File: src/rtl/ctrl_pkg.sv
// Shared constants for the control-bundle pipeline: aluop codes, default widths
// and the multi-cycle counter width helper.
package ctrl_pkg;
    localparam logic [3:0] ALUOP_MUL = 4'b1111;
    localparam logic [3:0] ALUOP_DIV = 4'b1110;

    localparam int EX_W_DEF      = 11;
    localparam int MEM_W_DEF     = 5;
    localparam int WB_W_DEF      = 2;
    localparam int ALUOP_LSB_DEF = 5;

    // Never returns 0 so the counter stays a legal vector when both latencies are 1.
    function automatic int cnt_width(input int mul_lat, input int div_lat);
        int m;
        m = (mul_lat > div_lat) ? mul_lat : div_lat;
        return (m > 1) ? $clog2(m) : 1;
    endfunction
endpackage

File: src/rtl/ctrl_stage_reg.sv
// One pipeline register: valid bit plus a control bundle. Hold wins over bubble;
// an invalid entry is always stored with an all-zero bundle.
module ctrl_stage_reg #(
    parameter int W = 1
) (
    input  logic         clk,
    input  logic         reset_n,
    input  logic         hold,
    input  logic         bubble,
    input  logic [W-1:0] d,
    input  logic         valid_in,
    output logic [W-1:0] q,
    output logic         valid_out
);
    logic [W-1:0] q_q, q_d;
    logic         valid_q, valid_d;

    always_comb begin
        q_d     = q_q;
        valid_d = valid_q;
        if (!hold) begin
            if (bubble || !valid_in) begin
                q_d     = '0;
                valid_d = 1'b0;
            end else begin
                q_d     = d;
                valid_d = 1'b1;
            end
        end
    end

    always_ff @(posedge clk or negedge reset_n) begin
        if (!reset_n) begin
            q_q     <= '0;
            valid_q <= 1'b0;
        end else begin
            q_q     <= q_d;
            valid_q <= valid_d;
        end
    end

    assign q         = q_q;
    assign valid_out = valid_q;
endmodule

File: src/rtl/ctrl_pipe.sv
// Carries decoded EX/MEM/WB control bundles through ID/EX, EX/MEM and MEM/WB,
// inserting bubbles for stall/flush/undef and holding EX for multi-cycle mul/div.
module ctrl_pipe
    import ctrl_pkg::*;
#(
    parameter int EX_W      = EX_W_DEF,
    parameter int MEM_W     = MEM_W_DEF,
    parameter int WB_W      = WB_W_DEF,
    parameter int ALUOP_LSB = ALUOP_LSB_DEF,
    parameter int MUL_LAT   = 4,
    parameter int DIV_LAT   = 32
) (
    input  logic             clk,
    input  logic             reset_n,
    input  logic             dec_valid,
    input  logic             dec_undef,
    input  logic [EX_W-1:0]  dec_ex,
    input  logic [MEM_W-1:0] dec_mem,
    input  logic [WB_W-1:0]  dec_wb,
    input  logic             stall_in,
    input  logic             flush_in,
    output logic             ex_valid,
    output logic [EX_W-1:0]  ex_control,
    output logic             mem_valid,
    output logic [MEM_W-1:0] mem_control,
    output logic             wb_valid,
    output logic [WB_W-1:0]  wb_control,
    output logic             stall_dec,
    output logic             busy,
    output logic             exc_undef
);
    localparam int ID_W  = EX_W + MEM_W + WB_W;
    localparam int EM_W  = MEM_W + WB_W;
    localparam int CNT_W = cnt_width(MUL_LAT, DIV_LAT);
    localparam logic [CNT_W-1:0] MUL_CNT = CNT_W'(MUL_LAT - 1);
    localparam logic [CNT_W-1:0] DIV_CNT = CNT_W'(DIV_LAT - 1);

    logic [ID_W-1:0]  idex_q;
    logic [EM_W-1:0]  exmem_q;
    logic [CNT_W-1:0] count_q, count_d;
    logic             exc_q, exc_d;
    logic             ex_hold;
    logic             id_bubble;
    logic [3:0]       dec_aluop;

    assign busy      = ex_valid && (count_q != '0);
    assign ex_hold   = busy;
    assign stall_dec = stall_in || ex_hold;
    assign id_bubble = flush_in || stall_in || dec_undef;
    assign dec_aluop = dec_ex[ALUOP_LSB +: 4];

    // count_q is the number of further EX cycles the current op still needs.
    always_comb begin
        count_d = '0;
        if (ex_hold) begin
            count_d = count_q - CNT_W'(1);
        end else if (dec_valid && !id_bubble) begin
            if (dec_aluop == ALUOP_MUL)      count_d = MUL_CNT;
            else if (dec_aluop == ALUOP_DIV) count_d = DIV_CNT;
        end
    end

    assign exc_d = dec_valid && dec_undef && !stall_in && !flush_in && !ex_hold;

    always_ff @(posedge clk or negedge reset_n) begin
        if (!reset_n) begin
            count_q <= '0;
            exc_q   <= 1'b0;
        end else begin
            count_q <= count_d;
            exc_q   <= exc_d;
        end
    end

    assign exc_undef = exc_q;

    ctrl_stage_reg #(.W(ID_W)) u_idex (
        .clk       (clk),
        .reset_n   (reset_n),
        .hold      (ex_hold),
        .bubble    (id_bubble),
        .d         ({dec_ex, dec_mem, dec_wb}),
        .valid_in  (dec_valid),
        .q         (idex_q),
        .valid_out (ex_valid)
    );

    ctrl_stage_reg #(.W(EM_W)) u_exmem (
        .clk       (clk),
        .reset_n   (reset_n),
        .hold      (1'b0),
        .bubble    (ex_hold),
        .d         (idex_q[EM_W-1:0]),
        .valid_in  (ex_valid),
        .q         (exmem_q),
        .valid_out (mem_valid)
    );

    ctrl_stage_reg #(.W(WB_W)) u_memwb (
        .clk       (clk),
        .reset_n   (reset_n),
        .hold      (1'b0),
        .bubble    (1'b0),
        .d         (exmem_q[WB_W-1:0]),
        .valid_in  (mem_valid),
        .q         (wb_control),
        .valid_out (wb_valid)
    );

    assign ex_control  = idex_q[ID_W-1 -: EX_W];
    assign mem_control = exmem_q[EM_W-1 -: MEM_W];
endmodule

File: config.mk
export PLATFORM = sky130hd
export DESIGN_NAME = ctrl_pipe
export DESIGN_NICKNAME = d
export VERILOG_FILES = /design/src/rtl/ctrl_pkg.sv /design/src/rtl/ctrl_stage_reg.sv /design/src/rtl/ctrl_pipe.sv
export SDC_FILE = /design/constraint.sdc
export NUM_CORES = 1
export LEC_CHECK = 0
export CORE_AREA = 8 8 68 70
export DETAILED_ROUTE_END_ITERATION = 6
export DIE_AREA = 0 0 76 78
export HOLD_SLACK_MARGIN = 0.15
export PLACE_DENSITY = 0.8
export SYNTH_ARGS = -nofsm -noshare
export SYNTH_HDL_FRONTEND = slang
export SYNTH_HIERARCHICAL = 1
export SYNTH_SLANG_ARGS = --single-unit
File: constraint.sdc
create_clock -name clk -period 4.85 [get_ports clk]
set_input_delay 0.7275 -clock clk [delete_from_list [all_inputs] [get_ports clk]]
set_output_delay 0.7275 -clock clk [all_outputs]
set_load 0.05 [all_outputs]
==> results of run 1 <==
## layout make-up
class / instances / share of cell area
Clock buffer: 7 / 0.0288
Timing Repair Buffer: 47 / 0.206
Sequential cell: 36 / 0.398
Tap cell: 48 / 0.0266
Multi-Input combinational cell: 124 / 0.332
Inverter: 5 / 0.00830
## cells in the mapped netlist, types with 2 or more instances
library cell / instances / share of area
dfrtp_1: 36 / 0.53
nand2b_1: 21 / 0.078
mux2i_1: 2 / 0.012
buf_4: 2 / 0.0089
o21ai_2: 13 / 0.067
buf_6: 2 / 0.013
nand2_1: 32 / 0.071
xnor2_1: 2 / 0.010
o21ai_0: 19 / 0.056
inv_1: 5 / 0.011
nand2b_2: 7 / 0.036
nand2b_4: 3 / 0.024
## power groups by stage
stage | Combinational [mW] | Sequential [mW] | Clock, mW
3_3_place_gp | 0.0600 | 0.312 | 0
3_5_place_dp | 0.0602 | 0.312 | 0
6_report | 0.0597 | 0.306 | 0.175
2_1_floorplan | 0.0201 | 0.321 | 0
5_1_grt | 0.0653 | 0.307 | 0.196
4_1_cts | 0.0603 | 0.307 | 0.183
## stage by stage
stage | cells | power, mW
after detailed placement | 260 | 0.373
after floorplan | 172 | 0.341
final | 267 | 0.541
after global placement | 260 | 0.372
after CTS | 267 | 0.549
after global routing | 267 | 0.568
## state kept, by name (all words and copies together), names as in the netlist
register and count:
u_memwb/valid_out 1, u_idex/valid_out 1, exc_undef 1, u_memwb/q 2, count_q 5, u_exmem/q 7
u_idex/q 18, u_exmem/valid_out 1
## worst max path at each step
stage / end / slack, ns / from / depth (start not counted)
floorplan: stall_dec / 2.61 / count_q[0]$_DFF_PN0_ / 5
global placement: busy / 1.49 / count_q[0]$_DFF_PN0_ / 6
detailed placement: busy / 1.47 / count_q[0]$_DFF_PN0_ / 6
CTS: busy / 1.06 / count_q[0]$_DFF_PN0_ / 6
global route: busy / 0.89 / count_q[0]$_DFF_PN0_ / 6
finish: busy / 1.13 / count_q[0]$_DFF_PN0_ / 6
## metal layers
| metal | vias up | track usage |
|---|---|---|
| met2 | 39 | 0.181 |
| met1 | 561 | 0.130 |
| met4 | 0 | 0.0647 |
| li1 | 622 | - |
| met3 | 4 | 0.0553 |
| met5 | - | 0 |
## worst max-delay path, stage by stage, from the launching register on
cell,delay (ns)
dfrtp_1,0.38
inv_1,0.05
ha_1,0.22
or3b_4,0.26
o21ai_4,0.08
inv_1,0.71
clkdlybuf4s50_1,0.96
## cells by family after synthesis
group                      Yosys count  synth area share
and+or+nand+nor                     71             0.245
DFF                                 36             0.534
AOI/OAI and AO/OA                   34             0.139
buffers and inverters               12            0.0504
xor gates and xnor gates             2            0.0104
muxes                                2            0.0119
adders and majority gates            1           0.00741
other                                1           0.00222
==> flow_metrics.py, run 1 <==
metrics = {
    "timing": {
        "totalNegativeSetupSlack_ns": 0,
        "fin_ws_ns": 1.13,
        "slew_headroom": 0.368,
        "holdWs_ns": 0.465,
        "setup_viol_count_final": 0,
        "slew_viol_final": 0,
        "skew_ns": 0.00501,
        "worst_slew_pin_slew_ns": 0.947,
        "rsz0062_at_grt": "false",
        "fin_crit_sh": 0.767,
        "finalHoldViolations": 0,
        "period_minus_slack_ns": 3.72,
        "max_freq_mhz": 269,
    },
    "die": {
        "core-area_um2": 3550,
        "die_h_um": 78,
        "num_rows": 22,
        "ios": 48,
        "dieArea_um2": 5930,
        "dieWidth_um": 76,
        "initial_core_util": 0.475,
    },
    "synthesis": {
        "synthesis.instances": 159,
        "synth.avg_cell_area_um2": 10.6,
        "ys.flop_type": "dfrtp_1",
        "synth_cell_type_count": 27,
        "ys_seq_elements": 36,
        "synth_area_um2": 1690,
        "yosysWarnings": 6,
        "synth_edf_count": 0,
        "yosysSeqAreaShare": 0.534,
        "async_reset_ff_frac": 1.00,
    },
    "placed_design": {
        "portBuffers": 47,
        "place_hpwl_mm": 2.36,
        "place_congestion": 0.732,
        "placed_area_um2": 2200,
        "preCtsSetupSlack_ns": 1.47,
    },
    "route": {
        "met2_length_mm": 1.50,
        "wl_mm": 3.25,
        "wire_per_inst_um": 12.2,
        "drc": 0,
        "first_pass_iters": 4,
        "top_layer": "met4",
        "drtAntennaViolNets": 0,
        "dr_total_vias": 1226,
        "dr_wl_met3_um": 252,
        "drt-vias-per-instance": 4.59,
        "drt_iter0_drc": 47,
        "met1_length_mm": 1.44,
    },
    "worst_setup_path": {
        "end_kind": "primary output",
        "worstSetupPathType": "flop to primary output",
        "r2r_end": "u_exmem/q[5]$_DFFE_PN0N_",
        "crit_required_ns": 4.12,
        "worst_ep_arrival_time_ns": 2.99,
        "critPathLaunchType": "flop",
        "rrSetupSlack_ns": 2.35,
        "critPathMaxFanout": 40,
        "reg2reg_from": "count_q[0]$_DFF_PN0_",
        "r2r_cells": 7,
    },
    "pwr": {
        "leakage_nw": 1.03,
        "intPower_mw": 0.415,
        "p_comb_frac": 0.110,
        "powerDensity_nw_per_um2": 239,
        "p_sw_mw": 0.126,
        "power.share.clock": 0.323,
        "peakVddDrop_mv": 0.170,
        "seq_power_share": 0.567,
        "swShare": 0.233,
    },
    "clock_network": {
        "htreeDepth": 2,
        "clk_latency_ns": 0.33,
        "cts.sinks": 36,
        "post_cts_resized": 0,
        "cts_tree": "built",
        "clockBufferDepth": 2,
        "cts-root-buf": "clkbuf_4",
        "postCtsHoldBufs": 0,
        "numCtsBuffers": 5,
        "path_clk_slew_ns": 0.10,
        "cts_setup_buffers": 0,
    },
    "final_layout": {
        "seqCellArea_um2": 901,
        "multi_input_area_um2": 751,
        "syn2layout_area_growth_pct": 34.0,
        "utilization": 0.637,
        "antenna_cells": 0,
        "final_common_cell": "clkdlybuf4s50_1",
        "layout_common_cells": "clkdlybuf4s50_1, dfrtp_1, nand2_1, nand2b_1, o21ai_0",
        "nNetsFinal": 244,
        "fillCellCount": 297,
        "layout-drive-gt1-share": 0.151,
        "fin_area_um2": 2260,
    },
    "grt": {
        "antenna_found_initial": 0,
        "grt_max_degree": 41,
        "grt_pass1_vias": 1307,
        "grt-ovfl-total": 0,
        "track_usage": 0.117,
        "grt_pass1_wl_mm": 5.68,
    },
    "run": {
        "max-cap-violations": 0,
    },
    "hold_path": {
        "min_path_type": "primary input to async pin",
    },
    "status": {
        "status": "completed",
    },
}
No activity file was read; power rests on OpenSTA's default activity.
==> inputs of run 2 (changes only) <==
- CORE_AREA: 8 8 68 70 -> 8 8 73 75
- DIE_AREA: 0 0 76 78 -> 0 0 81 83
- PLACE_DENSITY: 0.8 -> 0.72
- clock period: 4.85 -> 3.4 ns (I/O delays scaled with it)
==> run 2 against run 1 <==
Compared with the run above:
- first-iteration DRC count rose by 17%
- via count fell by 1.7%
- highest routed layer unchanged
- flip-flop and latch count did not move
==> flow_metrics.py, run 2 (synthesis results as in run 1) <==
metrics = {
    "worst_setup_path": {
        "rrSetupSlack_ns": 0.99,
        "worst_ep_arrival_time_ns": 2.33,
        "critPathMaxFanout": 7,
        "critPathLaunchType": "flop",
        "r2r_end": "u_exmem/q[4]$_DFFE_PN0N_",
        "end_kind": "primary output",
        "reg2reg_from": "count_q[0]$_DFF_PN0_",
        "r2r_cells": 8,
        "crit_required_ns": 2.89,
        "worstSetupPathType": "flop to primary output",
    },
    "timing": {
        "holdWs_ns": 0.312,
        "max_freq_mhz": 352,
        "skew_ns": 0.00662,
        "totalNegativeSetupSlack_ns": 0,
        "slew_viol_final": 0,
        "worst_slew_pin_slew_ns": 0.798,
        "finalHoldViolations": 0,
        "period_minus_slack_ns": 2.84,
        "setup_viol_count_final": 0,
        "rsz0062_at_grt": "false",
        "fin_crit_sh": 0.836,
        "slew_headroom": 0.468,
    },
    "final_layout": {
        "nNetsFinal": 245,
        "layout_common_cells": "clkdlybuf4s50_1, dfrtp_1, nand2_1, nand2b_1, o21ai_0",
        "syn2layout_area_growth_pct": 35.3,
        "layout-drive-gt1-share": 0.155,
        "final_common_cell": "clkdlybuf4s50_1",
        "antenna_cells": 0,
        "largest_reg_flops": 18,
    },
    "die": {
        "die_h_um": 83,
        "num_rows": 24,
        "dieWidth_um": 81,
        "ios": 48,
        "core-area_um2": 4200,
        "initial_core_util": 0.401,
        "dieArea_um2": 6720,
    },
    "placed_design": {
        "place_hpwl_mm": 2.48,
        "place_congestion": 0.701,
        "portBuffers": 47,
    },
    "clock_network": {
        "cts.sinks": 36,
        "cts_tree": "built",
        "post_cts_resized": 0,
        "clk_latency_ns": 0.28,
        "numCtsBuffers": 5,
        "htreeDepth": 2,
        "postCtsHoldBufs": 0,
        "cts_setup_buffers": 0,
        "path_clk_slew_ns": 0.07,
        "cts-root-buf": "clkbuf_8",
        "clockBufferDepth": 2,
    },
    "route": {
        "first_pass_iters": 4,
        "drt-vias-per-instance": 4.43,
        "drtAntennaViolNets": 0,
        "drt_iter0_drc": 55,
        "wl_mm": 3.38,
        "drc": 0,
        "wire_per_inst_um": 12.4,
        "dr_total_vias": 1205,
    },
    "pwr": {
        "powerDensity_nw_per_um2": 352,
        "total_power_mw": 0.804,
        "leakage_nw": 1.04,
        "peakVddDrop_mv": 0.149,
    },
    "grt": {
        "track_usage": 0.104,
        "grt_pass1_wl_mm": 5.58,
        "antenna_found_initial": 0,
        "grt-ovfl-total": 0,
        "grt_pass1_vias": 1179,
        "grt_max_degree": 37,
    },
    "status": {
        "status": "completed",
    },
    "run": {
        "max-cap-violations": 0,
    },
    "hold_path": {
        "min_path_type": "primary input to async pin",
    },
}
-- run 2: cell types whose count changed in the layout (fill, tap and decap cells not counted) --
cell	previous run	this run
clkbuf_8	2	5
clkbuf_1	0	1
clkdlybuf4s50_1	46	45
clkinv_2	0	1
buf_4	0	2
clkbuf_4	5	0
-- run 2: worst max-delay path, cell delays in order (launching register included) --
cell,delay (ns)
dfrtp_1,0.39
inv_1,0.06
ha_1,0.18
or3b_4,0.41
o21ai_4,0.22
nand2b_1,0.09
clkdlybuf4s50_1,0.71
-- run 2: area by class of cell --
| type | instances | area [µm²] |
|---|---|---|
| Multi-Input combinational cell | 124 | 751 |
| Tap cell | 52 | 65.1 |
| Clock inverter | 1 | 5.00 |
| Fill cell | 412 | 1920 |
| Sequential cell | 36 | 901 |
| Clock buffer | 6 | 72.6 |
| Timing Repair Buffer | 48 | 470 |
| Inverter | 5 | 18.8 |
-- run 2: how the worst max path moves through the flow --
stage	slack (ns)	startpoint	end	cells past startpoint
floorplan	1.31	count_q[0]$_DFF_PN0_	u_idex/q[13]$_DFFE_PN0N_	9
global placement	0.88	count_q[0]$_DFF_PN0_	stall_dec	6
detailed placement	0.86	count_q[0]$_DFF_PN0_	stall_dec	6
CTS	0.54	count_q[0]$_DFF_PN0_	stall_dec	6
global route	0.43	count_q[0]$_DFF_PN0_	stall_dec	6
finish	0.56	count_q[0]$_DFF_PN0_	stall_dec	6
-- run 2: layer usage --
layer	share of wire	routed length, µm	global-route usage
met1	0.46	1550	0.132
met2	0.45	1510	0.147
met3	0.086	292	0.0474
met4	0.0071	24	0.0455
met5	0	0	0
-- run 2: stage by stage --
step	cells	setup slack, ns	util	area (µm²)
3_5_place_dp	265	0.862	0.525	2210
6_report	272	0.556	0.543	2280
4_1_cts	272	0.537	0.543	2280
2_1_floorplan	172	1.31	-	1740
3_3_place_gp	265	0.879	0.525	2210
5_1_grt	272	0.431	0.543	2280
-- run 2: where the power goes --
| group | total [mW] | internal, mW | switching, mW |
|---|---|---|---|
| clock | 0.281 | 0.139 | 0.142 |
| combinational | 0.0850 | 0.0414 | 0.0435 |
| sequential | 0.437 | 0.433 | 0.00403 |
| total | 0.804 | 0.614 | 0.190 |
==> inputs of run 3 (changes only) <==
- clock period: 3.4 -> 2.55 ns (I/O delays scaled with it)
==> run 3 against run 2 <==
Compared with the run above:
- clock skew fell by 0.0046 ns
- sequential share of layout area fell by 0.83 points
- sequential power rose by 34%
- non-clock buffer count rose by 3
- global-route usage rose by 0.49 points
- power rose by 38%
- clock power rose by 46%
- critical path depth did not move
- hold slack got worse by 0.14 ns
- count of clock-buffer cells in the layout rose by 2
- setup slack got worse by 0.38 ns
- register-to-register slack got worse by 0.67 ns
==> flow_metrics.py, run 3 (synthesis results as in run 1) <==
metrics = {
    "placed_design": {
        "place_hpwl_mm": 2.47,
        "placed_area_um2": 2220,
        "portBuffers": 47,
        "dp.cells": 266,
        "preCtsSetupSlack_ns": 0.368,
        "place_congestion": 0.819,
    },
    "worst_setup_path": {
        "crit_required_ns": 2.17,
        "worst_ep_arrival_time_ns": 1.99,
        "rrSetupSlack_ns": 0.32,
        "end_kind": "primary output",
        "critPathLaunchType": "flop",
        "critPathMaxFanout": 7,
        "worstSetupPathType": "flop to primary output",
    },
    "grt": {
        "grt_pass1_wl_mm": 5.71,
        "grt_pass1_vias": 1220,
        "grt_max_degree": 37,
        "track_usage": 0.109,
        "antenna_found_initial": 0,
        "grt-ovfl-total": 0,
    },
    "timing": {
        "totalNegativeSetupSlack_ns": 0,
        "holdWs_ns": 0.172,
        "fin_ws_ns": 0.177,
        "max_freq_mhz": 421,
        "period_minus_slack_ns": 2.37,
        "setup_viol_count_final": 0,
        "fin_crit_sh": 0.930,
        "slew_viol_final": 0,
        "slew_headroom": 0.471,
        "skew_ns": 0.00206,
        "finalHoldViolations": 0,
        "rsz0062_at_grt": "false",
        "worst_slew_pin_slew_ns": 0.794,
    },
    "pwr": {
        "seq_power_share": 0.527,
        "powerDensity_nw_per_um2": 475,
        "power.share.clock": 0.371,
        "leakage_nw": 1.06,
        "peakVddDrop_mv": 0.219,
        "p_sw_mw": 0.255,
        "swShare": 0.230,
        "p_comb_frac": 0.103,
        "intPower_mw": 0.854,
        "total_power_mw": 1.11,
    },
    "clock_network": {
        "htreeDepth": 2,
        "cts-root-buf": "clkbuf_8",
        "clk_latency_ns": 0.29,
        "cts.sinks": 36,
        "path_clk_slew_ns": 0.07,
        "cts_tree": "built",
        "numCtsBuffers": 5,
        "clockBufferDepth": 2,
        "postCtsHoldBufs": 0,
    },
    "final_layout": {
        "fin_area_um2": 2330,
        "utilization": 0.555,
        "layout-drive-gt1-share": 0.174,
        "layout_common_cells": "clkdlybuf4s50_1, dfrtp_1, nand2_1, nand2b_1, o21ai_0",
        "antenna_cells": 0,
        "largest_reg_flops": 18,
        "fillCellCount": 389,
        "syn2layout_area_growth_pct": 38.2,
        "final_common_cell": "clkdlybuf4s50_1",
        "stdcell_count": 276,
        "nNetsFinal": 248,
    },
    "route": {
        "wl_mm": 3.40,
        "drtAntennaViolNets": 0,
        "wire_per_inst_um": 12.3,
        "drc": 0,
        "first_pass_iters": 4,
        "drt_iter0_drc": 61,
        "drt-vias-per-instance": 4.54,
        "dr_total_vias": 1253,
    },
    "die": {
        "die_h_um": 83,
        "dieArea_um2": 6720,
        "num_rows": 24,
        "ios": 48,
        "dieWidth_um": 81,
        "core-area_um2": 4200,
        "initial_core_util": 0.401,
    },
    "hold_path": {
        "min_path_type": "primary input to async pin",
    },
    "status": {
        "status": "completed",
    },
    "run": {
        "max-cap-violations": 0,
    },
}
==> run 3: repair_timing <==
item                                    CTS  global route
resized for setup                         0             1
buffers inserted                          0             2
endpoints found under the setup margin    0             1
==> run 3: worst max-delay path, stage by stage (launching register included) <==
cell        delay [ns]
dfrtp_1           0.39
inv_1             0.06
ha_1              0.19
or3b_4            0.42
o21ai_4           0.26
clkinvlp_4        0.20
buf_12            0.18
==> run 3: final timing paths <==
kind | from | to | depth (start not counted)
max in group asynchronous | reset_n | u_idex/q[16]$_DFFE_PN0N_ | 1
worst max-delay path | count_q[0]$_DFF_PN0_ | busy | 6
min in group clk | count_q[0]$_DFF_PN0_ | count_q[0]$_DFF_PN0_ | 1
worst max register to register | count_q[0]$_DFF_PN0_ | u_exmem/q[6]$_DFFE_PN0N_ | 8
worst min-delay path | reset_n | count_q[1]$_DFF_PN0_ | 1
worst min register to register | count_q[0]$_DFF_PN0_ | count_q[0]$_DFF_PN0_ | 1
==> run 3: area by class of cell <==
| type | instances | area (µm²) | area share |
|---|---|---|---|
| inverters | 5 | 22.5 | 0.00966 |
| well taps | 52 | 65.1 | 0.0279 |
| multi-input cells | 124 | 751 | 0.322 |
| repair buffers | 51 | 503 | 0.216 |
| clock buffers | 8 | 90.1 | 0.0386 |
| flip-flops and latches | 36 | 901 | 0.386 |
==> run 3: power by group through the flow <==
stage                     registers, mW  clock network [mW]  logic, mW
after detailed placement          0.594                   0      0.115
final                             0.584               0.411      0.114
after CTS                         0.583               0.430      0.115
after global routing              0.584               0.453      0.125
after floorplan                   0.611                   0     0.0382
after global placement            0.594                   0      0.114
==> run 3: layer usage <==
metal | share of wire | track usage | up-vias
met2 | 0.45 | 0.148 | 37
met5 | 0 | 0 | -
met1 | 0.44 | 0.134 | 572
li1 | - | - | 639
met4 | 0.019 | 0.0488 | 0
met3 | 0.097 | 0.0657 | 5
==> RTL edit (settings of run 3) <==
Change the parameter `MUL_LAT` from 4 to 5.
--- a/src/rtl/ctrl_pipe.sv
+++ b/src/rtl/ctrl_pipe.sv
@@ -7,7 +7,7 @@
     parameter int MEM_W     = MEM_W_DEF,
     parameter int WB_W      = WB_W_DEF,
     parameter int ALUOP_LSB = ALUOP_LSB_DEF,
-    parameter int MUL_LAT   = 4,
+    parameter int MUL_LAT   = 5,
     parameter int DIV_LAT   = 32
 ) (
     input  logic             clk,
Formal check against the unedited RTL: not equivalent (Yosys sat finds a counterexample within 10 cycles, from zero or initial values and one cycle with reset_n low).
==> RTL edit against run 3 <==
Worst setup slack gained 0.0072 ns. Sequential cell count unchanged. Area after synthesis down 0.37%. Utilization decreased by 0.089 points. Synthesized cell count is the same. Total power increased by 7.9%. Routed wire length increased by 2.6%. Design area decreased by 0.16%.
==> RTL edit: results (changes against run 3) <==
Outcome
Status: complete, no violations (unchanged).

Synthesis
Top cells by area, synth: sky130_fd_sc_hd__dfrtp_1 (54%), sky130_fd_sc_hd__nand2b_1 (7.8%), sky130_fd_sc_hd__nand2_1 (6.9%) (was sky130_fd_sc_hd__dfrtp_1 (53%), sky130_fd_sc_hd__nand2b_1 (7.8%), sky130_fd_sc_hd__nand2_1 (7.1%)). The commonest register cell after synthesis is sky130_fd_sc_hd__dfrtp_1 (unchanged). The number of standard cells after synthesis is 159 (unchanged). The flop and latch count out of synthesis is 36 (unchanged). Commonest cells post-synth: sky130_fd_sc_hd__dfrtp_1 (36), sky130_fd_sc_hd__nand2_1 (31), sky130_fd_sc_hd__nand2b_1 (21), sky130_fd_sc_hd__o21ai_0 (21), sky130_fd_sc_hd__o21ai_2 (13) (was sky130_fd_sc_hd__dfrtp_1 (36), sky130_fd_sc_hd__nand2_1 (32), sky130_fd_sc_hd__nand2b_1 (21)). The top cell type's share of synthesized area is 53.57% (was 53.37%). The count of unique library cells instantiated by Yosys is 27 (unchanged). The sequential cell area fraction in the yosys report is 53.57% (was 53.37%).

Global routing
The maximum number of pins on one net before global-route repair was 37 (unchanged). The global-route wire length before repair came to 5.940 mm (was 5.713 mm). The number of antenna violations at the first check in global routing is 0 (unchanged). The number of global-route vias before repair came to 1306 (was 1220). The global-route total usage across every layer is 10.97% (was 10.93%).

Setup path
The family of cells with the greatest summed delay on the critical path is buffers and inverters (unchanged). The largest single stage delay on the critical path is 0.41 ns. The cell depth of the worst flop-to-flop path is 8 (unchanged).

The highest net fanout along the worst path is 11 (was 7).

Detailed routing
The via density per instance is 4.558 (was 4.540). The total detailed-routing wirelength is 3.488 mm (was 3.401 mm). The detailed router's first-iteration violation count is 36 (was 61). The number of vias in the routed layout was 1249 (was 1253).

Hold path
The path class of the lowest-slack min-delay path is primary input to asynchronous set/reset pin (unchanged).

Placed design
The instance count after placement with tap cells included was 266 (unchanged). The post-detailed-placement cell area is 0.002217 mm² (was 0.002223 mm²). The HPWL after detailed placement is 2.554 mm (was 2.466 mm). The worst slack at placement is 0.4510 ns (was 0.3682 ns).

The routability-driven placement congestion ratio is 0.7109 (was 0.8186).

STA
The worst max-slew margin expressed relative to the limit is 46.54% (was 47.08%). The post-route clock skew is 0.008204 ns (was 0.002058 ns).

Final layout
The total number of nets in the final design is 246 (was 248). The share of layout cells above drive strength 1 came to 17.12% (was 17.41%). The number of inserted filler cells in the final layout is 388 (was 389). The fraction of the core area covered by cells at the end of the flow is 55.39% (was 55.48%). The flip-flop count of the largest register after layout came to 18 (unchanged).

Clock network
The number of buffers between clock root and the deepest sink came to 2 (unchanged). The number of cells upsized or downsized after cts is 0 (unchanged).

Power
The leakage component of the power is 1.045 nW (was 1.055 nW). The largest vdd supply drop is 0.3870 mV (was 0.2187 mV). The internal power summed over all cells was 921.5 µW (was 853.5 µW).
## RTL edit: area by class of cell
type	instances	share of cell area (%)
timing repair buffer	49	20.96
inverter	5	0.8060
sequential	36	38.69
clock inverter	3	1.827
tap	52	2.794
clock buffer	5	2.955
multi-input combinational	124	31.97
## RTL edit: power by group through the flow
stage          clock [mW]  sequential, mW  combinational, mW
2_1_floorplan           0           0.611             0.0377
3_3_place_gp            0           0.594              0.113
3_5_place_dp            0           0.594              0.114
4_1_cts             0.515           0.583              0.115
5_1_grt             0.533           0.584              0.124
6_report            0.500           0.583              0.113
## RTL edit: path summary, 6_finish.rpt
| check | slack (ns) | startpoint | endpoint |
|---|---|---|---|
| worst min register to register | 0.49 | u_idex/q[8]$_DFFE_PN0N_ | u_idex/q[8]$_DFFE_PN0N_ |
| max in group asynchronous | 1.86 | reset_n | u_idex/q[4]$_DFFE_PN0N_ |
| min in group clk | 0.49 | u_idex/q[8]$_DFFE_PN0N_ | u_idex/q[8]$_DFFE_PN0N_ |
| worst max register to register | 0.44 | count_q[0]$_DFF_PN0_ | u_idex/q[15]$_DFFE_PN0N_ |
| worst min-delay path | 0.18 | reset_n | u_memwb/q[0]$_DFFE_PN0N_ |
| worst max-delay path | 0.18 | count_q[0]$_DFF_PN0_ | busy |
## RTL edit: kinds of logic (layout without fill, tap and decap cells)
kind of cell	Yosys count	count (layout)	share of synthesized area, %
fa+ha+maj	1	1	0.7439
simple gates	70	70	24.41
xor+xnor	2	2	1.042
flops	36	36	53.57
compound gates	37	37	14.96
buf+inv	12	62	5.059
other cells	1	14	0.2230
## RTL edit: metal layers
layer / GRT usage, % / routed length (µm) / up-vias
met3: 5.496 / 296 / 6
li1: - / - / 633
met2: 16.57 / 1646 / 30
met1: 12.92 / 1496 / 580
met4: 4.065 / 48 / 0
met5: 0 / 0 / -
